<file path="src/rtl/seq_event_monitor_pkg.sv">
// Shared definitions for the sequence event monitor.
//   state_t            : window FSM state encoding (IDLE / WINDOW / ALARM)
//   DEF_*              : default parameter values for the monitor
//   max2()             : helper used to size the shared timer width
package seq_mon_pkg;

   typedef enum logic [1:0] {
      IDLE   = 2'd0,
      WINDOW = 2'd1,
      ALARM  = 2'd2
   } state_t;

   localparam int DEF_CNT_W    = 8;
   localparam int DEF_WIN_LEN  = 16;
   localparam int DEF_THRESH   = 3;
   localparam int DEF_HOLD_LEN = 4;

   function automatic int max2(input int a, input int b);
      return (a > b) ? a : b;
   endfunction

endpackage

</file>
<file path="src/rtl/seq_event_monitor_sat_counter.sv">
// Saturating up-counter with synchronous clear.
//   clk   : clock
//   rst   : asynchronous active-high reset
//   inc   : count one when high (ignored once saturated)
//   clr   : synchronous clear, wins over inc
//   count : current count
//   sat   : high while count is all-ones (registered with count)
module sat_counter #(
   parameter int W = 8
) (
   input  logic         clk,
   input  logic         rst,
   input  logic         inc,
   input  logic         clr,
   output logic [W-1:0] count,
   output logic         sat
);

   logic [W-1:0] count_q;
   logic         sat_q;
   logic [W-1:0] count_inc;

   assign count_inc = count_q + W'(1);

   // NOTE: sequential state is written with non-blocking assignments only,
   // so every register samples the pre-edge values of its neighbours.
   always_ff @(posedge clk or posedge rst) begin
      if (rst) begin
         count_q <= '0;
         sat_q   <= 1'b0;
      end else if (clr) begin
         count_q <= '0;
         sat_q   <= 1'b0;
      end else if (inc && !sat_q) begin
         count_q <= count_inc;
         sat_q   <= (count_inc == {W{1'b1}});
      end
   end

   assign count = count_q;
   assign sat   = sat_q;

endmodule

</file>
<file path="src/rtl/seq_event_monitor.sv">
// Event monitor downstream of a "101" sequence detector.
//   clk         : clock
//   rst         : asynchronous active-high reset
//   z           : detection level from the detector (rising edge = event)
//   clr         : synchronous clear of counters and FSM
//   total_cnt   : saturating count of all events
//   sat         : total_cnt is all-ones
//   win_cnt     : events counted in the current window
//   alarm       : high for HOLD_LEN cycles after THRESH events in WIN_LEN cycles
//   alarm_pulse : one-cycle strobe on alarm entry
module seq_event_monitor
   import seq_mon_pkg::*;
#(
   parameter int CNT_W    = DEF_CNT_W,
   parameter int WIN_LEN  = DEF_WIN_LEN,
   parameter int THRESH   = DEF_THRESH,
   parameter int HOLD_LEN = DEF_HOLD_LEN
) (
   input  logic             clk,
   input  logic             rst,
   input  logic             z,
   input  logic             clr,
   output logic [CNT_W-1:0] total_cnt,
   output logic             sat,
   output logic [CNT_W-1:0] win_cnt,
   output logic             alarm,
   output logic             alarm_pulse
);

   localparam int TMR_W = $clog2(max2(WIN_LEN, HOLD_LEN));

   // The window timer starts at WIN_LEN-2 so that, counting the opening
   // edge, the window spans exactly WIN_LEN sampling edges.
   localparam logic [TMR_W-1:0] WIN_INIT  = TMR_W'(WIN_LEN - 2);
   localparam logic [TMR_W-1:0] HOLD_INIT = TMR_W'(HOLD_LEN - 1);
   localparam logic [CNT_W-1:0] THRESH_C  = CNT_W'(THRESH);

   state_t           state_q;
   logic             z_d_q;
   logic [CNT_W-1:0] win_cnt_q;
   logic [TMR_W-1:0] win_timer_q;
   logic [TMR_W-1:0] hold_timer_q;
   logic             alarm_q;
   logic             alarm_pulse_q;

   logic             evt;
   logic [CNT_W-1:0] win_cnt_inc;

   assign evt         = z & ~z_d_q;
   assign win_cnt_inc = win_cnt_q + CNT_W'(1);

   // Edge-detect register keeps tracking z through clr so a level held
   // across the clear is not recounted afterwards.
   always_ff @(posedge clk or posedge rst) begin
      if (rst) z_d_q <= 1'b0;
      else     z_d_q <= z;
   end

   sat_counter #(.W(CNT_W)) u_total (
      .clk   (clk),
      .rst   (rst),
      .inc   (evt),
      .clr   (clr),
      .count (total_cnt),
      .sat   (sat)
   );

   always_ff @(posedge clk or posedge rst) begin
      if (rst) begin
         state_q       <= IDLE;
         win_cnt_q     <= '0;
         win_timer_q   <= '0;
         hold_timer_q  <= '0;
         alarm_q       <= 1'b0;
         alarm_pulse_q <= 1'b0;
      end else if (clr) begin
         state_q       <= IDLE;
         win_cnt_q     <= '0;
         win_timer_q   <= '0;
         hold_timer_q  <= '0;
         alarm_q       <= 1'b0;
         alarm_pulse_q <= 1'b0;
      end else begin
         alarm_pulse_q <= 1'b0;
         case (state_q)
            IDLE: begin
               if (evt) begin
                  if (THRESH == 1) begin
                     state_q       <= ALARM;
                     win_cnt_q     <= THRESH_C;
                     hold_timer_q  <= HOLD_INIT;
                     alarm_q       <= 1'b1;
                     alarm_pulse_q <= 1'b1;
                  end else begin
                     state_q     <= WINDOW;
                     win_cnt_q   <= CNT_W'(1);
                     win_timer_q <= WIN_INIT;
                  end
               end
            end
            WINDOW: begin
               // An event on the last window edge is counted before expiry.
               if (evt && (win_cnt_inc == THRESH_C)) begin
                  state_q       <= ALARM;
                  win_cnt_q     <= win_cnt_inc;
                  hold_timer_q  <= HOLD_INIT;
                  alarm_q       <= 1'b1;
                  alarm_pulse_q <= 1'b1;
               end else if (win_timer_q == '0) begin
                  state_q   <= IDLE;
                  win_cnt_q <= '0;
               end else begin
                  win_timer_q <= win_timer_q - TMR_W'(1);
                  if (evt) win_cnt_q <= win_cnt_inc;
               end
            end
            ALARM: begin
               // Events here only reach total_cnt; the exit edge never
               // opens a new window.
               if (hold_timer_q == '0) begin
                  state_q   <= IDLE;
                  win_cnt_q <= '0;
                  alarm_q   <= 1'b0;
               end else begin
                  hold_timer_q <= hold_timer_q - TMR_W'(1);
               end
            end
            default: begin
               state_q   <= IDLE;
               win_cnt_q <= '0;
               alarm_q   <= 1'b0;
            end
         endcase
      end
   end

   assign win_cnt     = win_cnt_q;
   assign alarm       = alarm_q;
   assign alarm_pulse = alarm_pulse_q;

endmodule

</file>
<file path="config.mk">
export PLATFORM = sky130hd
export DESIGN_NAME = seq_event_monitor
export DESIGN_NICKNAME = d
export VERILOG_FILES = /design/src/rtl/seq_event_monitor_pkg.sv /design/src/rtl/seq_event_monitor_sat_counter.sv /design/src/rtl/seq_event_monitor.sv
export SDC_FILE = /design/constraint.sdc
export NUM_CORES = 1
export LEC_CHECK = 0
export CORE_MARGIN = 4
export CORE_UTILIZATION = 30
export DETAILED_ROUTE_END_ITERATION = 8
export GPL_ROUTABILITY_DRIVEN = 1
export GPL_TIMING_DRIVEN = 1
export MAX_ROUTING_LAYER = met4
export PLACE_DENSITY = 0.55
export SETUP_SLACK_MARGIN = 0.05
export SYNTH_ARGS = -nofsm -noshare
export SYNTH_HDL_FRONTEND = slang
export SYNTH_HIERARCHICAL = 1
export SYNTH_SLANG_ARGS = --single-unit
</file>
<file path="constraint.sdc">
create_clock -name clk -period 6.6 [get_ports clk]
set_input_delay 0.99 -clock clk [delete_from_list [all_inputs] [get_ports clk]]
set_output_delay 0.99 -clock clk [all_outputs]
set_load 0.02 [all_outputs]
</file>
==> impl_metrics.py <==
metrics = {
    "cells_and_area": {
        "stdcell_area_um2": 2230,
        "layout_commonest_cell": "dfrtp_1",
        "layout-drive-gt1-share": 0.0833,
        "antenna_cells": 0,
        "layout_common_cells": "dfrtp_1, nor2_1, clkdlybuf4s50_1",
        "nNetsFinal": 238,
        "area_growth_pct": 20.6,
    },
    "yosys": {
        "netlist_area_um2": 1850,
        "synth_area_leader_cell": "dfrtp_1",
        "synth_top_area_share": 0.406,
        "ys_types": 55,
        "ys_seq_area_frac": 0.406,
        "ys_ff_latch": 30,
        "syn_area_per_cell_um2": 9.11,
        "synth_compound_area_frac": 0.162,
        "synthTopCellsByArea": "dfrtp_1, ha_1, nor2_1",
        "synthCells": 203,
        "yosys.area_share.simple": 0.262,
        "synth-xor-area-share": 0.0616,
        "synth_ff_type": "dfrtp_1",
        "synthMuxAreaShare": 0.0122,
        "synthAdderAreaFrac": 0.0474,
        "syn_nets": 214,
        "synth_edf_count": 0,
        "synth_top_family_by_area": "simple AND/OR/NAND/NOR gates",
        "ys_warn_count": 6,
        "synthArstFlopShare": 1.00,
    },
    "clock_tree": {
        "clock_path_buffers": 2,
        "hold_buffers": 0,
        "cts_resized": 0,
        "cts.sinks": 30,
        "clk_pin_slew_ns": 0.06,
        "cts_tree": "built",
        "ctsHtreeMaxLevel": 2,
        "insertion_delay_ns": 0.28,
        "cts_buffers": 5,
        "cts_setup_buffers": 0,
        "clock-root-buffer": "clkbuf_8",
    },
    "route": {
        "via_per_inst": 5.16,
        "drt_iter0_drc": 92,
        "vias": 1563,
        "wl_per_cell_um": 13.9,
        "drtPass1Iterations": 6,
        "postRouteWirelength_um": 4220,
        "ant_nets": 0,
        "drc": 0,
    },
    "die": {
        "initial_core_util": 0.311,
        "rows": 28,
        "die-height_um": 86.5,
        "chipWidth_um": 86.5,
        "die_area_um2": 7480,
        "core-area_um2": 5960,
        "top_level_ports": 23,
    },
    "worst_setup_path": {
        "crit_required_ns": 6.76,
        "rrSetupSlack_ns": 4.14,
        "cp_max_fo": 13,
        "r2r_cells": 7,
        "rr_startpoint": "win_cnt[0]",
        "cp-start-kind": "input port",
        "crit_type": "in2reg",
        "arrival_ns": 3.07,
        "crit_path_end_kind": "flop",
        "r2r_end": "hold_timer_q[1]",
    },
    "worst_hold_path": {
        "hold_depth": 1,
        "min_to": "hold_timer_q[1]",
        "min_from": "hold_timer_q[1]",
        "hp-class": "reg2reg",
    },
    "placed_design": {
        "place.gp.congestion": 0.830,
        "hpwl_um": 2970,
        "place_area_um2": 2140,
        "io_buffers": 22,
    },
    "flow_run": {
        "cap_violations": 0,
    },
    "timing": {
        "relSlewSlack": 0.446,
        "fin_crit_sh": 0.441,
        "finClkSkew_ns": 0.00550,
        "finalMaxSlewViolations": 0,
        "hold_violations": 0,
        "worstMarginPinSlew_ns": 0.830,
        "rsz0062_at_grt": "no",
        "setup_viol": 0,
        "final.setup.tns_ns": 0,
        "fmax_ghz": 0.344,
        "min_period_ns": 2.91,
    },
    "global_route": {
        "first_global_vias": 1570,
        "antenna_found_initial": 0,
        "grt_pass1_wl_um": 7400,
        "grt_max_degree": 26,
        "grt_use_total": 0.128,
        "grt_overflow": 0,
    },
    "power_and_ir_drop": {
        "p_leak_uw": 0.000945,
        "peakVddDrop_uv": 117,
        "powerDensity_nw_per_um2": 194,
    },
    "run_status": {
        "status": "finished clean",
    },
}
## worst max-delay path by stage
stage | from | slack, ns | endpoint
2_1_floorplan | z | 4.18 | hold_timer_q[0]
3_3_place_gp | z | 3.44 | hold_timer_q[0]
3_5_place_dp | z | 3.37 | hold_timer_q[1]
4_1_cts | z | 3.68 | hold_timer_q[1]
5_1_grt | z | 3.58 | hold_timer_q[0]
6_report | z | 3.69 | hold_timer_q[1]
## metal layers
metal | up-vias | global-route usage | routed length (um)
met5 | - | - | 0
met4 | 0 | 0.0425 | 59
met3 | 7 | 0.0314 | 148
met2 | 34 | 0.198 | 1960
met1 | 747 | 0.165 | 2050
li1 | 775 | - | -
## Yosys cell counts, drive strengths merged, types with 4 or more instances
cell type,n
a21oi,7
inv,16
nor3,6
xor2,9
nor2,24
nand4,7
a31oi,4
ha,7
or2,4
dfrtp,30
o21ai,8
nand3,5
clkbuf,4
nor4,4
nand2,19
xnor2,4
## power by group
group | leakage (uW) | internal [uW] | total [uW] | switching, uW
logic | 0.000493 | 29.2 | 70.6 | 41.4
clock network | 0.0000482 | 84.0 | 154 | 69.5
registers | 0.000403 | 193 | 208 | 14.7
total | 0.000945 | 306 | 432 | 126
## worst max-delay path, cell delays in order
cell             delay [ns]
clkdlybuf4s50_1        0.52
nand2b_4               0.09
inv_2                  0.11
and4b_1                0.19
nand4_1                0.11
or3_4                  0.48
o21ai_2                0.23
mux2_1                 0.34
## stage by stage
stage	setup WS, ns	power (uW)	hold slack [ns]	util	instances
final	3.69	432	0.487	0.375	303
after global routing	3.58	459	0.521	0.375	303
after CTS	3.68	439	0.492	0.375	303
after detailed placement	3.37	282	0.477	0.359	295
after global placement	3.44	281	0.470	0.359	295
after floorplan	4.18	259	0.458	-	203
## sequential cells by signal, summed over array words and instances, names as in the netlist
name,flops
alarm,1
alarm_pulse,1
hold_timer_q,4
state_q,2
u_total/count,8
u_total/sat,1
win_cnt,8
win_timer_q,4
z_d_q,1
## logic make-up (layout without fill, tap and decap cells)
group	count (synthesis)	count (layout)
AO/OA/AOI/OAI	40	40
adder cells (fa/ha/maj)	7	7
AND/OR/NAND/NOR	89	89
multiplexers	2	2
flip-flops	30	30
buffers and inverters	22	47
XOR/XNOR	13	13
## cell type report
| class | instances | area [um^2] |
|---|---|---|
| inverter | 16 | 60.1 |
| tap | 75 | 93.8 |
| clock inverter | 1 | 5.00 |
| timing repair buffer | 23 | 228 |
| sequential | 30 | 751 |
| clock buffer | 7 | 86.3 |
| fill | 614 | 3720 |
| multi-input combinational | 151 | 1010 |
Power figures use the tool's default switching activity.
